### src/rtl/array_stream_to_3d.sv
// Assembles a row-major element stream into a ROWS x COLS array and hands the
// completed frame downstream with a valid/ready handshake.
module array_stream_to_3d #(
  parameter int BIT_WIDTH = 4,
  parameter int ROWS      = 8,
  parameter int COLS      = 8
) (
  input  logic                 clk,
  input  logic                 rst,
  input  logic [BIT_WIDTH-1:0] in_data,
  input  logic                 in_valid,
  input  logic                 in_last,
  output logic                 in_ready,
  output logic [BIT_WIDTH-1:0] out [ROWS][COLS],
  output logic                 out_valid,
  input  logic                 out_ready,
  output logic                 frame_error
);

  localparam int ROW_W = (ROWS > 1) ? $clog2(ROWS) : 1;
  localparam int COL_W = (COLS > 1) ? $clog2(COLS) : 1;
  localparam logic [ROW_W-1:0] ROW_LAST = ROW_W'(ROWS - 1);
  localparam logic [COL_W-1:0] COL_LAST = COL_W'(COLS - 1);

  typedef enum logic {FILL, HOLD} state_t;

  state_t           state, state_nxt;
  logic [ROW_W-1:0] row, row_nxt;
  logic [COL_W-1:0] col, col_nxt;
  logic             accept;
  logic             at_final;
  logic             err_nxt;

  assign in_ready = (state == FILL) && !rst;
  assign accept   = in_valid && in_ready;
  assign at_final = (row == ROW_LAST) && (col == COL_LAST);

  always_comb begin
    state_nxt = state;
    row_nxt   = row;
    col_nxt   = col;
    err_nxt   = 1'b0;
    case (state)
      FILL: begin
        if (accept) begin
          if (at_final) begin
            // A full frame is delivered even when in_last is missing.
            state_nxt = HOLD;
            row_nxt   = '0;
            col_nxt   = '0;
            err_nxt   = !in_last;
          end else if (in_last) begin
            // Early last: drop the partial frame and restart at [0][0].
            row_nxt = '0;
            col_nxt = '0;
            err_nxt = 1'b1;
          end else if (col == COL_LAST) begin
            col_nxt = '0;
            row_nxt = row + 1'b1;
          end else begin
            col_nxt = col + 1'b1;
          end
        end
      end
      HOLD: begin
        if (out_ready) state_nxt = FILL;
      end
    endcase
  end

  always_ff @(posedge clk) begin
    if (rst) begin
      state       <= FILL;
      row         <= '0;
      col         <= '0;
      out_valid   <= 1'b0;
      frame_error <= 1'b0;
      for (int r = 0; r < ROWS; r++)
        for (int c = 0; c < COLS; c++)
          out[r][c] <= '0;
    end else begin
      state       <= state_nxt;
      row         <= row_nxt;
      col         <= col_nxt;
      out_valid   <= (state_nxt == HOLD);
      frame_error <= err_nxt;
      if (accept) out[row][col] <= in_data;
    end
  end

endmodule

### config.mk
export PLATFORM = sky130hd
export DESIGN_NAME = array_stream_to_3d
export DESIGN_NICKNAME = d
export VERILOG_FILES = /design/src/rtl/array_stream_to_3d.sv
export SDC_FILE = /design/constraint.sdc
export NUM_CORES = 1
export LEC_CHECK = 0
export BUFFER_PORTS_ARGS = -buffer_cell sky130_fd_sc_hd__buf_2
export CORE_AREA = 2 2 137 139
export CTS_BUF_LIST = sky130_fd_sc_hd__clkbuf_4 sky130_fd_sc_hd__clkbuf_8 sky130_fd_sc_hd__clkbuf_16
export CTS_CLUSTER_DIAMETER = 60
export DETAILED_ROUTE_END_ITERATION = 10
export DIE_AREA = 0 0 139 141
export GPL_TIMING_DRIVEN = 0
export HOLD_SLACK_MARGIN = 0.1
export MAX_ROUTING_LAYER = met4
export PLACE_DENSITY = 0.89
export SLEW_MARGIN = 30
export SYNTH_ARGS = -nofsm -noshare
export SYNTH_HDL_FRONTEND = slang
export SYNTH_SLANG_ARGS = --single-unit
### constraint.sdc
create_clock -name clk -period 3.8 [get_ports clk]
set_clock_uncertainty 0.05 [all_clocks]
set_input_delay 0.57 -clock clk [delete_from_list [all_inputs] [get_ports clk]]
set_output_delay 0.57 -clock clk [all_outputs]
set_load 0.02 [all_outputs]
Word-level counts from Yosys, hierarchy flattened

Index checks and enable logic that the tools add are counted.

Muxes and demuxes: 17
Reduce and logical (&&, ||, !) cells: 11
$lt $le $gt $ge: 4
Equality and inequality tests: 2
$add $sub $neg: 2
Bitwise operators: 4

Operator list:

| kind                                                                          | count |
|---|---|
| 256-bit bitwise mux                                                           | 1 |
| 32-bit demux with 3-bit select                                                | 1 |
| 32-bit 2-to-1 mux                                                             | 1 |
| 3-bit 2-to-1 mux                                                              | 6 |
| 4-bit demux with 3-bit select                                                 | 1 |
| 4-bit greater-or-equal comparator (second input constant)                     | 2 |
| 4-bit by 1-bit less-than comparator with 1-bit output (second input constant) | 2 |
| 3-bit inverter with 4-bit output                                              | 2 |
| 3-bit by 1-bit adder with 3-bit output (second input constant)                | 2 |
| 3-bit == test (second input constant)                                         | 2 |
| 1-bit logical AND                                                             | 5 |
| 1-bit 2-to-1 mux                                                              | 5 |
| 4-bit 2-to-1 mux                                                              | 1 |
| 3-bit AND reduction                                                           | 1 |
| 3-bit nonzero test                                                            | 1 |
| 3-bit OR reduction                                                            | 1 |
| 1-bit zero test                                                               | 2 |
| 1-bit inverter                                                                | 2 |
| 1-bit case mux with 2 select lines                                            | 1 |
| 2-bit AND reduction                                                           | 1 |

Bits in registers: 264
Output and inout port bits: 259
Word-level logic and storage cells: 108
Bits of input ports: 9

Depth between registers and ports, before layout

Depth in word-level cells: 8
Depth in mapped cells: 7
Mapped depth without buffers: 7

Worst setup path before layout

Ideal clock, no wire load.

Path type: input-to-reg
Start point: in rst
End point: reg out[107] in the netlist's numbering
Stages: 5
Data arrival time: 1.721 ns
Path slack: 1.898 ns
Required time: 3.619 ns
Library setup time: 0.131 ns
Buffers on the path: 2
Cell sequence: or4b_1 > buf_2 > buf_2 > o311ai_0 > o21ai_1

Longest elaborated chain between the ends: 3

RTL lines:

| item                          | RTL line | source |
|---|---|---|
| start, declared               | 9        | `input logic rst,` |
| 1-bit zero test               | 34       | `assign in_ready = (state == FILL) && !rst;` |
| 1-bit logical AND             | 34       |  |
| 1-bit logical AND             | 35       | `assign accept = in_valid && in_ready;` |
| end signal, assigned by index | 87       | `if (accept) out[row][col] <= in_data;` |
| end, declared                 | 14       | `output logic [BIT_WIDTH-1:0] out [ROWS][COLS],` |

Parallel ways exist; a longest one is shown, timed or not.
A chain may end at the register's enable or synchronous reset.

Final worst setup path

Start point: reg col[2]
End point: reg out[98] in the netlist's numbering

Longest elaborated chain between the ends: 8
Elaborated cells between the ends (all ways): 9
Those cells by class: order compare (2); mux (5); bitwise (1); reduce/logical (1)

RTL lines:

| item                                                                                                                             | RTL line | source |
|---|---|---|
| start, declared                                                                                                                  | 29       | `logic [COL_W-1:0] col, col_nxt;` |
| start signal, assigned                                                                                                           | 84       | `col <= col_nxt;` |
| 3-bit inverter with 4-bit output (not written as such) *                                                                         | 87       |  |
| 4-bit greater-or-equal comparator (not written as such) or 4-bit by 1-bit less-than comparator with 1-bit output (tied branches) | 87       |  |
| 1-bit logical AND (not written as such)                                                                                          | 87       |  |
| 4-bit 2-to-1 mux (not written as such)                                                                                           | 87       |  |
| 4-bit demux with 3-bit select *                                                                                                  | 87       |  |
| 32-bit 2-to-1 mux (not written as such) *                                                                                        | 87       |  |
| 32-bit demux with 3-bit select *                                                                                                 | 87       |  |
| 256-bit bitwise mux *                                                                                                            | 87       |  |

Every way passes the cells marked *; elsewhere a longest branch is shown, timed or not.

==> out/results.ini <==
[synth]
synth_fa_ha_area_share_pct = 0.617
ys_seq_area_share_pct = 52.1
synthesis.nets = 1018
synth_cell_type_count = 39
synth_xor_xnor_area_share_pct = 0
syn_avg_cell_area_um2 = 10.1
ys_ff_latch = 264
synth_mux_area_share_pct = 17.3
netlist_area_um2 = 10100
synthSimpleGateAreaFrac_pct = 12.7
ys.flop_type = dfxtp_1
synth_compound_area_share_pct = 13.0
synth_edf_count = 0
postSynthCellCount = 1004
yosysWarningCount = 0
synth_top_family_by_area = multiplexers
synthArstFlopShare_pct = 0

[critical_path]
cpLargestDelayFamily = buffers and inverters
critPathMaxStageDelay_ns = 0.51
crit_required_ns = 4.14
slowest_stage = clkbuf_1
crit_path_end_kind = register
crit_buf_inv = 2
setup.worst_path.class = register to register
cp-start-kind = register
arrival_ns = 2.69
path_common_cell = clkbuf_1
critPathMaxFanout = 10
cp_cell_sequence = clkbuf_1, and2_1, clkbuf_1, nand3_1, mux2i_1

[global_routing]
grt_max_degree = 16
grt_pass1_vias = 9402
antenna_found_initial = 0
grt-ovfl-total = 0
track_usage_pct = 34.2
grt_pass1_wl_um = 52000

[drt]
drtIter0Drc = 929
final_antenna_net_count = 0
viasPerCell = 6.19
wire_per_inst_um = 22.2
totalWireLength_um = 34400
drc = 0
dr.pass1.iters = 6
num_vias = 9607

[finish]
stdcell_area_um2 = 12700
final_cell_mix = 285 x buf_2, 264 x dfxtp_1, 181 x nand2_1
syn_to_final_growth_pct = 25.2
mostFrequentLayoutCell = buf_2
num-fill-cells = 1334
diodes = 0
final_nets = 1312
drive_gt1_share_pct = 26.0

[power]
p_leak_nw = 6.46
ir_drop_mv = 0.338
power_density_nw_per_um2 = 456

[sta]
layout_min_cycle_time_ns = 2.35
fmax_mhz = 425
relSlewSlack_pct = 53.6
hold_violations = 0
worst_slew_pin_slew_ns = 0.695
finalSetupTns_ns = 0
setup_viol = 0
min_period_over_period_pct = 61.9
final_max_slew_viol_count = 0
rsz0062_at_grt = false

[floorplanning]
die_area_um2 = 19600
row_count = 50
boundaryPins = 268
die_w_um = 139
initial_core_util_pct = 55.5
coreArea_um2 = 18300
fp.dieH_um = 141

[cts]
holdBufCountCts = 0
postCtsSetupRepairBufs = 0
cts_resized = 0
clk_pin_slew_ns = 0.06
clockRootBuffer = clkbuf_16
cts_buffers = 25
htree_num_levels = 1
cts_tree = yes
clk_latency_ns = 0.52
cts.sink_count = 264
max-clock-path-buffers = 3

[hold_path]
min_path_type = primary input to register

[flow_run]
max-cap-violations = 0

[outcome]
status = finished, final reports clean

[place]
dp_hpwl_um = 24300
place_congestion = 0.931
placed_cell_area_um2 = 11800
port_buffers = 267

worst paths after layout:
check                                from  endpoint  slack [ns]  cells past startpoint
worst max-delay path               col[2]   out[98]        1.45                      5
worst min-delay path            out_ready     state        0.31                      4
worst max register to register     col[2]   out[98]        1.45                      5
worst min register to register   out[147]  out[147]        0.41                      2
state kept, by name, summed over array words and instances (netlist names):
signal and flops:
frame_error 1, row 3, out 256, state 1, col 3
per-layer routing:
layer | global-route usage, % | wire, um
met1 | 39.3 | 12700
met5 | - | 0
met4 | 13.3 | 1300
met3 | 9.51 | 3890
met2 | 57.2 | 16500
kinds of logic after synthesis:
family | after synthesis
AND/OR/NAND/NOR | 277
buffers and inverters | 109
flip-flops | 264
multiplexers | 175
AO/OA/AOI/OAI | 174
adder cells (fa/ha/maj) | 5
metrics by stage:
stage               utilization [%]  total power (W)  setup WS, ns  cells  hold WS, ns
floorplan                         -          0.00296          1.90   1004        0.483
global placement               64.4          0.00304          1.42   1505        0.393
detailed placement             64.4          0.00305          1.38   1505        0.398
CTS                            69.5          0.00578          1.51   1551        0.308
global route                   69.5          0.00591          1.35   1551        0.346
finish                         69.5          0.00580          1.45   1551        0.309
layout make-up:
type                    count  area [um2]  area share (%)
multi-input cells         631        4420            34.8
inverters                   3        11.3          0.0887
clock inverters            16         241            1.90
plain buffers             106         422            3.32
flip-flops and latches    264        5290            41.6
repair buffers            267        1340            10.5
well taps                 234         293            2.31
clock buffers              30         688            5.42
synthesized netlist by cell type (all sizes together) (2+ instances only):
library cell,n,area share [%]
a21oi,5,0.25
and2,2,0.12
and3b,3,0.26
buf,18,0.89
clkbuf,88,3.3
dfxtp,264,52
ha,5,0.62
inv,3,0.11
mux2i,175,17
nand2,181,6.7
nand2b,4,0.25
nand3,55,2.7
nand3b,3,0.22
nand4,2,0.12
nand4b,2,0.17
nor2,5,0.19
nor2b,3,0.19
nor3,2,0.26
nor3b,4,0.44
nor4b,2,0.32
o21ai,49,2.4
o311ai,82,7.1
o41ai,36,3.1
or3b,3,0.26
worst reg2reg max path, stage by stage (launching register included):
cell	delay (ns)
dfxtp_1	0.34
clkbuf_1	0.40
and2_1	0.29
clkbuf_1	0.51
nand3_1	0.43
mux2i_1	0.21
where the power goes:
group	switching (W)	leakage, nW	internal, W
sequential	0.00000356	2.13	0.00277
clock	0.00110	0.455	0.00170
combinational	0.000178	3.88	0.0000413
Note: power is estimated with default switching activity, not from simulation.
